--- src/rtl/ac_stream_bridge.sv ---
// Sample-rate buffering bridge between the codec core's tick-based sample interface and
// two valid/ready streams: ADC pairs are queued for a drain, DAC pairs are replayed per tick.
module ac_stream_bridge #(
  parameter int unsigned DATA_WDT = 24,
  parameter int unsigned DEPTH    = 8,
  parameter int unsigned LVL_WDT  = $clog2(DEPTH) + 1
) (
  input  logic                  clk,
  input  logic                  reset,
  input  logic                  tick,
  input  logic [DATA_WDT-1:0]   adcDataL,
  input  logic [DATA_WDT-1:0]   adcDataR,
  output logic [DATA_WDT-1:0]   dacDataL,
  output logic [DATA_WDT-1:0]   dacDataR,
  output logic                  adcValid,
  input  logic                  adcReady,
  output logic [2*DATA_WDT-1:0] adcData,
  input  logic                  dacValid,
  output logic                  dacReady,
  input  logic [2*DATA_WDT-1:0] dacSinkData,
  output logic [LVL_WDT-1:0]    adcLevel,
  output logic [LVL_WDT-1:0]    dacLevel,
  output logic                  adcOvf,
  output logic                  dacUnd,
  input  logic                  clrFlags
);

  localparam int unsigned PtrW  = $clog2(DEPTH);
  localparam int unsigned PairW = 2 * DATA_WDT;
  localparam logic [LVL_WDT-1:0] LvlFull = LVL_WDT'(DEPTH);

  // ---------------------------------------------------------------------------
  // ADC FIFO
  // ---------------------------------------------------------------------------
  logic [PairW-1:0]   adc_mem [DEPTH];
  logic [PtrW-1:0]    adc_wr_q, adc_wr_d;
  logic [PtrW-1:0]    adc_rd_q, adc_rd_d;
  logic [LVL_WDT-1:0] adc_lvl_q, adc_lvl_d;
  logic               adc_full, adc_push, adc_pop, adc_drop;

  always_comb begin
    adc_full = (adc_lvl_q == LvlFull);
    adc_pop  = adcValid & adcReady;
    // A full FIFO still accepts a sample when the head leaves in the same cycle.
    adc_push = tick & (~adc_full | adc_pop);
    adc_drop = tick & adc_full & ~adc_pop;
    adc_wr_d = adc_wr_q + PtrW'(adc_push);
    adc_rd_d = adc_rd_q + PtrW'(adc_pop);
    adc_lvl_d = adc_lvl_q;
    case ({adc_push, adc_pop})
      2'b10:   adc_lvl_d = adc_lvl_q + 1'b1;
      2'b01:   adc_lvl_d = adc_lvl_q - 1'b1;
      default: adc_lvl_d = adc_lvl_q;
    endcase
  end

  always_ff @(posedge clk) begin
    if (adc_push) begin
      adc_mem[adc_wr_q] <= {adcDataL, adcDataR};
    end
  end

  always_ff @(posedge clk or negedge reset) begin
    if (!reset) begin
      adc_wr_q  <= '0;
      adc_rd_q  <= '0;
      adc_lvl_q <= '0;
    end else begin
      adc_wr_q  <= adc_wr_d;
      adc_rd_q  <= adc_rd_d;
      adc_lvl_q <= adc_lvl_d;
    end
  end

  assign adcValid = (adc_lvl_q != '0);
  assign adcData  = adc_mem[adc_rd_q];
  assign adcLevel = adc_lvl_q;

  // ---------------------------------------------------------------------------
  // DAC FIFO and output registers
  // ---------------------------------------------------------------------------
  logic [PairW-1:0]    dac_mem [DEPTH];
  logic [PtrW-1:0]     dac_wr_q, dac_wr_d;
  logic [PtrW-1:0]     dac_rd_q, dac_rd_d;
  logic [LVL_WDT-1:0]  dac_lvl_q, dac_lvl_d;
  logic [DATA_WDT-1:0] dac_l_q, dac_l_d;
  logic [DATA_WDT-1:0] dac_r_q, dac_r_d;
  logic [PairW-1:0]    dac_head;
  logic                refill_q;
  logic                dac_empty, dac_push, dac_pop, dac_und;

  always_comb begin
    dac_head  = dac_mem[dac_rd_q];
    dac_empty = (dac_lvl_q == '0);
    dac_push  = dacValid & dacReady;
    dac_pop   = refill_q & ~dac_empty;
    dac_und   = refill_q & dac_empty;
    dac_wr_d  = dac_wr_q + PtrW'(dac_push);
    dac_rd_d  = dac_rd_q + PtrW'(dac_pop);
    dac_lvl_d = dac_lvl_q;
    case ({dac_push, dac_pop})
      2'b10:   dac_lvl_d = dac_lvl_q + 1'b1;
      2'b01:   dac_lvl_d = dac_lvl_q - 1'b1;
      default: dac_lvl_d = dac_lvl_q;
    endcase
    // Outputs only move in the refill cycle; an empty FIFO plays silence.
    dac_l_d = dac_l_q;
    dac_r_d = dac_r_q;
    if (refill_q) begin
      dac_l_d = dac_pop ? dac_head[PairW-1:DATA_WDT] : '0;
      dac_r_d = dac_pop ? dac_head[DATA_WDT-1:0]     : '0;
    end
  end

  always_ff @(posedge clk) begin
    if (dac_push) begin
      dac_mem[dac_wr_q] <= dacSinkData;
    end
  end

  always_ff @(posedge clk or negedge reset) begin
    if (!reset) begin
      dac_wr_q  <= '0;
      dac_rd_q  <= '0;
      dac_lvl_q <= '0;
      dac_l_q   <= '0;
      dac_r_q   <= '0;
      refill_q  <= 1'b0;
    end else begin
      dac_wr_q  <= dac_wr_d;
      dac_rd_q  <= dac_rd_d;
      dac_lvl_q <= dac_lvl_d;
      dac_l_q   <= dac_l_d;
      dac_r_q   <= dac_r_d;
      refill_q  <= tick;
    end
  end

  assign dacReady = (dac_lvl_q != LvlFull);
  assign dacLevel = dac_lvl_q;
  assign dacDataL = dac_l_q;
  assign dacDataR = dac_r_q;

  // ---------------------------------------------------------------------------
  // Sticky flags; a set event beats a coincident clear
  // ---------------------------------------------------------------------------
  logic ovf_q, ovf_d;
  logic und_q, und_d;

  always_comb begin
    ovf_d = ovf_q;
    und_d = und_q;
    if (clrFlags) begin
      ovf_d = 1'b0;
      und_d = 1'b0;
    end
    if (adc_drop) begin
      ovf_d = 1'b1;
    end
    if (dac_und) begin
      und_d = 1'b1;
    end
  end

  always_ff @(posedge clk or negedge reset) begin
    if (!reset) begin
      ovf_q <= 1'b0;
      und_q <= 1'b0;
    end else begin
      ovf_q <= ovf_d;
      und_q <= und_d;
    end
  end

  assign adcOvf = ovf_q;
  assign dacUnd = und_q;

endmodule

--- config.mk ---
export PLATFORM = sky130hd
export DESIGN_NAME = ac_stream_bridge
export DESIGN_NICKNAME = d
export VERILOG_FILES = /design/src/rtl/ac_stream_bridge.sv
export SDC_FILE = /design/constraint.sdc
export NUM_CORES = 1
export LEC_CHECK = 0
export ABC_AREA = 0
export CAP_MARGIN = 30
export CORE_UTILIZATION = 40
export CTS_BUF_LIST = sky130_fd_sc_hd__clkbuf_16
export DETAILED_ROUTE_END_ITERATION = 12
export GPL_TIMING_DRIVEN = 1
export PLACE_DENSITY = 0.61
export SLEW_MARGIN = 20
export SYNTH_ARGS = -nofsm -noshare
export SYNTH_HDL_FRONTEND = slang
export SYNTH_SLANG_ARGS = --single-unit
export TNS_END_PERCENT = 5
--- constraint.sdc ---
create_clock -name clk -period 12.8 [get_ports clk]
set_input_delay 2.56 -clock clk [delete_from_list [all_inputs] [get_ports clk]]
set_output_delay 2.56 -clock clk [all_outputs]
set_load 0.01 [all_outputs]
Word-level counts from Yosys, hierarchy flattened
Memories as Yosys holds them, arrays and structs flattened.
Index checks and enable logic that the tools add are counted.
- flip-flop bits (word level): 71
- latch bits: 0
- RAM bits: 768
- memory bits (read-only): 0
- input port bits: 102
- output and inout bits: 108
- word-level logic and storage cells: 55
- memories: 2
- $add $sub $neg: 8
- multipliers: 0
- divide/modulo/power cells: 0
- $lt $le $gt $ge: 0
- equal/unequal tests: 6
- shift operators: 0
- mux-type cells: 11
- bitwise gates (word level): 11
- reduce and logical (&&, ||, !) cells: 6
- memory list (name ; depth ; bits a word ; rd ports ; clocked after memory_dff ; write ports ; line ; text):
    adc_mem ; 8 ; 48 ; 1 ; 0 ; 1 ; 35 ; logic [PairW-1:0] adc_mem [DEPTH];
    dac_mem ; 8 ; 48 ; 1 ; 0 ; 1 ; 82 ; logic [PairW-1:0] dac_mem [DEPTH];
- operators by type and width (kind ; number):
    2-to-1 mux 24 bit ; 2
    case mux 4 bit (2 select lines) ; 2
    adder 3 x 1 -> 3 bit ; 4
    adder 4 x 1 -> 4 bit, second input constant ; 2
    nonzero test 2 bit ; 4
    subtractor 4 x 1 -> 4 bit, second input constant ; 2
    bitwise AND 1 bit ; 7
    2-to-1 mux 1 bit ; 7
    == test 2 x 1 -> 1 bit, second input constant ; 2
    == test 2 bit, second input constant ; 2
    == test 4 bit, second input constant ; 1
    logical NOT 4 bit ; 1
    inequality test 4 bit, second input constant ; 1
    nonzero test 4 bit ; 1
    NOT 1 bit ; 3
    bitwise OR 1 bit ; 1

Depth between registers and ports, before layout
- depth after elaboration: 6
- gate-level depth with buffers: 10
- mapped depth without buffers: 9

Worst setup path before layout
No wires, ideal clock.
- path kind: in2reg
- start point: input adcReady
- end point: memory adc_mem[0][0] (netlist bit) (enable)
- library setup time: 0.513 ns
- arrival time: 6.105 ns
- data required time: 12.287 ns
- setup slack: 6.182 ns
- stages: 3
- buffers on the path: 0
- path through: o31a_1 -> nand2b_1 -> nor3_1
- longest elaborated chain between the ends: 5
- RTL lines (what ; line ; text):
    from (decl) ; 16 ; input logic adcReady,
    bitwise AND 1 bit ; 43 ; adc_pop = adcValid & adcReady;
    bitwise OR 1 bit ; 45 ; adc_push = tick & (~adc_full | adc_pop);
    bitwise AND 1 bit ; 45 ;
    2-to-1 mux 1 bit ; 58 ; if (adc_push) begin
    2-to-1 mux 1 bit (implied by the code) ; 59 ; adc_mem[adc_wr_q] <= {adcDataL, adcDataR};
    to (decl) ; 35 ;
Every way passes these cells.

Worst setup path after layout
- start point: register adc_rd_q[0]
- end point: output adcData[41]
- longest elaborated chain between the ends: 1
- RTL lines (what ; line ; text):
    from (decl) ; 37 ; logic [PtrW-1:0] adc_rd_q, adc_rd_d;
    from (signal assigned) ; 70 ; adc_rd_q <= adc_rd_d;
    memory read (8 x 48 bit) ; -- ;
    to (decl) ; 17 ; output logic [2*DATA_WDT-1:0] adcData,
Every way passes these cells.

==> results.json <==
{
  "post-route-period-util_pct": 47.5,
  "via_per_inst": 5.26,
  "clock-sinks": 839,
  "ys.flop_type": "edfxtp_1",
  "synth-seq-cells": 839,
  "syn_area_sq_mm": 0.0321,
  "synth_fp_nets": 1603,
  "cts.hold.buffers_added": 0,
  "synthArstFlopShare_pct": 8.46,
  "powerDensity_mw_per_mm2": 232,
  "hp-class": "flip-flop to flip-flop",
  "slew_violations": 0,
  "path_delay_family": "buffers and inverters",
  "worstPathArrival_ns": 3.52,
  "dp_hpwl_mm": 35.4,
  "gp_congestion": 0.687,
  "skew_ns": 0.0257,
  "setup_viol": 0,
  "dieArea_sq_mm": 0.0814,
  "design.final.nets": 1856,
  "num_io_pins": 210,
  "cp-start-kind": "flip-flop",
  "cts_resized": 0,
  "layout_commonest_cell": "edfxtp_1",
  "drt-initial-drc-count": 935,
  "cts-root-buf": "clkbuf_16",
  "drc": 0,
  "grt_first_pass_wirelength_mm": 101,
  "irDropWorstVdd_v": 0.000153,
  "antenna_found_initial": 8,
  "synth_edf_count": 768,
  "syn_to_final_growth_pct": 19.8,
  "grt_pass1_vias": 16071,
  "port-buffer-count": 209,
  "yosysSeqAreaShare_pct": 77.4,
  "initial_core_util_pct": 40.5,
  "path_buf_inv": 2,
  "setup.worst_path.end_class": "output port",
  "whs_ns": 0.505,
  "cts.clk_slew.worst_paths_ns": 0.06,
  "grt_start_max_net_pins": 109,
  "avgSynthCellArea_sq_um": 21.6,
  "slowest_delay_ns": 0.73,
  "antenna_left": 0,
  "grt_usage_pct": 16.6,
  "coreArea_sq_mm": 0.0793,
  "setup_tns_ns": 0,
  "htreeDepth": 3,
  "relSlewSlack_pct": 37.1,
  "cp.required_ns": 10.24,
  "wl_mm": 67.1,
  "fill_cells": 6433,
  "cts_tree": "built",
  "dp.cells": 2702,
  "worstMarginPinSlew_ns": 0.944,
  "wire_per_inst_microns": 23.4,
  "vias": 15072,
  "postCtsSetupBuffers": 0,
  "grt_overflow_total": 0,
  "crit_path_cell_trace": "buf_4 -> mux4_1 -> mux2_4 -> clkdlybuf4s50_1",
  "ys_types": 49,
  "die_y_microns": 285,
  "fin_crit_ns": 6.08,
  "final.setup.worst_slack_ns": 6.72,
  "rows": 103,
  "die_w_microns": 285,
  "p_leak_nw": 13.0,
  "rsz0062_at_grt": "false",
  "hold_viol_final": 0,
  "synth_cells": 1489,
  "timing.max_cap.violations": 0,
  "clk_path_buf_depth": 3,
  "fmax_ghz": 0.164,
  "final_cell_mix": "768 x edfxtp_1, 208 x clkdlybuf4s50_1, 121 x mux4_2, 96 x mux2i_1, 90 x clkbuf_16",
  "status": "finished clean",
  "fin_cells": 2868,
  "first_pass_iters": 7,
  "cp_slowest_cell": "buf_4",
  "worstSetupPathType": "flip-flop to output port",
  "yosys_warnings": 0,
  "total_power_mw": 8.91,
  "final_layout_size_suffix_gt1_share_pct": 19.9,
  "pre_cts_slack_ns": 7.27,
  "clk_latency_ns": 0.64,
  "crit_fanout": 44,
  "cts_made_buffers": 88
}
power breakdown:
part	total [mW]	internal, mW	switching [mW]
Combinational	2.58	1.32	1.26
Clock	2.59	1.53	1.05
Sequential	3.75	3.49	0.255
Total	8.91	6.34	2.57
layout make-up:
class	count	area, sq um	share of cell area (%)
diodes	1	2.50	0.00651
clock buffers	90	2250	5.86
clock inverters	75	766	1.99
inverters	53	199	0.517
multi-input cells	522	6720	17.5
flip-flops and latches	839	24900	64.6
well taps	1050	1310	3.42
repair buffers	238	2340	6.09
kinds of logic (layout without fill, tap and decap cells):
group | Yosys count | in the layout | share of synthesized area (%)
flops | 839 | 839 | 77.4
mux | 290 | 290 | 15.6
fa+ha+maj | 12 | 12 | 0.468
xor+xnor | 13 | 13 | 0.355
compound gates | 155 | 155 | 3.23
simple gates | 52 | 52 | 0.892
other cells | 0 | 1 | 0
buf+inv | 128 | 456 | 2.10
sequential cells by signal, indices dropped and copies added (netlist names):
register	cells
dacLevel	4
dacDataL	24
dacDataR	24
adcLevel	4
adcOvf	1
adc_wr_q	3
adc_rd_q	3
dac_wr_q	3
adc_mem	384
refill_q	1
dacUnd	1
dac_rd_q	3
dac_mem	384
metal layers:
metal / global-route usage (%) / up-vias / routed length [microns]
li1: - / 6636 / -
met1: 21.1 / 7938 / 27700
met2: 28.5 / 374 / 34000
met3: 3.93 / 108 / 4010
met4: 4.37 / 16 / 1240
met5: 0 / - / 116
through the flow:
step / instance area [sq um] / util (%)
after global routing: 38400 / 48.5
after global placement: 35400 / 44.7
after CTS: 38400 / 48.5
after floorplan: 32100 / -
final: 38400 / 48.5
after detailed placement: 35400 / 44.7
path summary, 6_finish.rpt:
path	slack, ns	cells past startpoint	start	to
setup / recovery	6.72	4	adc_rd_q[0]	adcData[41]
hold / removal	0.50	2	dacDataR[20]	dacDataR[20]
setup reg to reg	9.75	11	dacLevel[1]	dacLevel[2]
hold reg to reg	0.50	2	dacDataR[20]	dacDataR[20]
max in group asynchronous	9.78	2	reset	dacDataR[21]
min in group asynchronous	1.91	1	reset	dacDataL[8]
cells in the mapped netlist (3+ instances only):
master / n / share of area, %
clkbuf_1: 30 / 0.35
mux2_2: 9 / 0.32
a22oi_1: 48 / 1.1
buf_1: 4 / 0.047
nand2b_1: 8 / 0.16
dfrtp_1: 71 / 5.5
mux2i_1: 96 / 3.0
buf_6: 6 / 0.21
buf_2: 18 / 0.28
ha_1: 12 / 0.47
nand2_1: 7 / 0.082
edfxtp_1: 768 / 72
nor2_1: 15 / 0.18
mux4_1: 23 / 1.9
mux2_4: 40 / 1.9
inv_1: 52 / 0.61
buf_12: 5 / 0.31
nor2b_1: 3 / 0.058
o21ai_1: 49 / 0.76
mux4_2: 121 / 8.5
o211ai_1: 48 / 1.1
nor3_1: 5 / 0.078
buf_4: 10 / 0.23
xor2_1: 11 / 0.30
worst min-delay path, stage by stage, from the launching register on:
cell and delay (ns):
dfrtp_1 0.37, inv_1 0.05, o21ai_1 0.05
No activity file was read; power rests on OpenSTA's default activity.
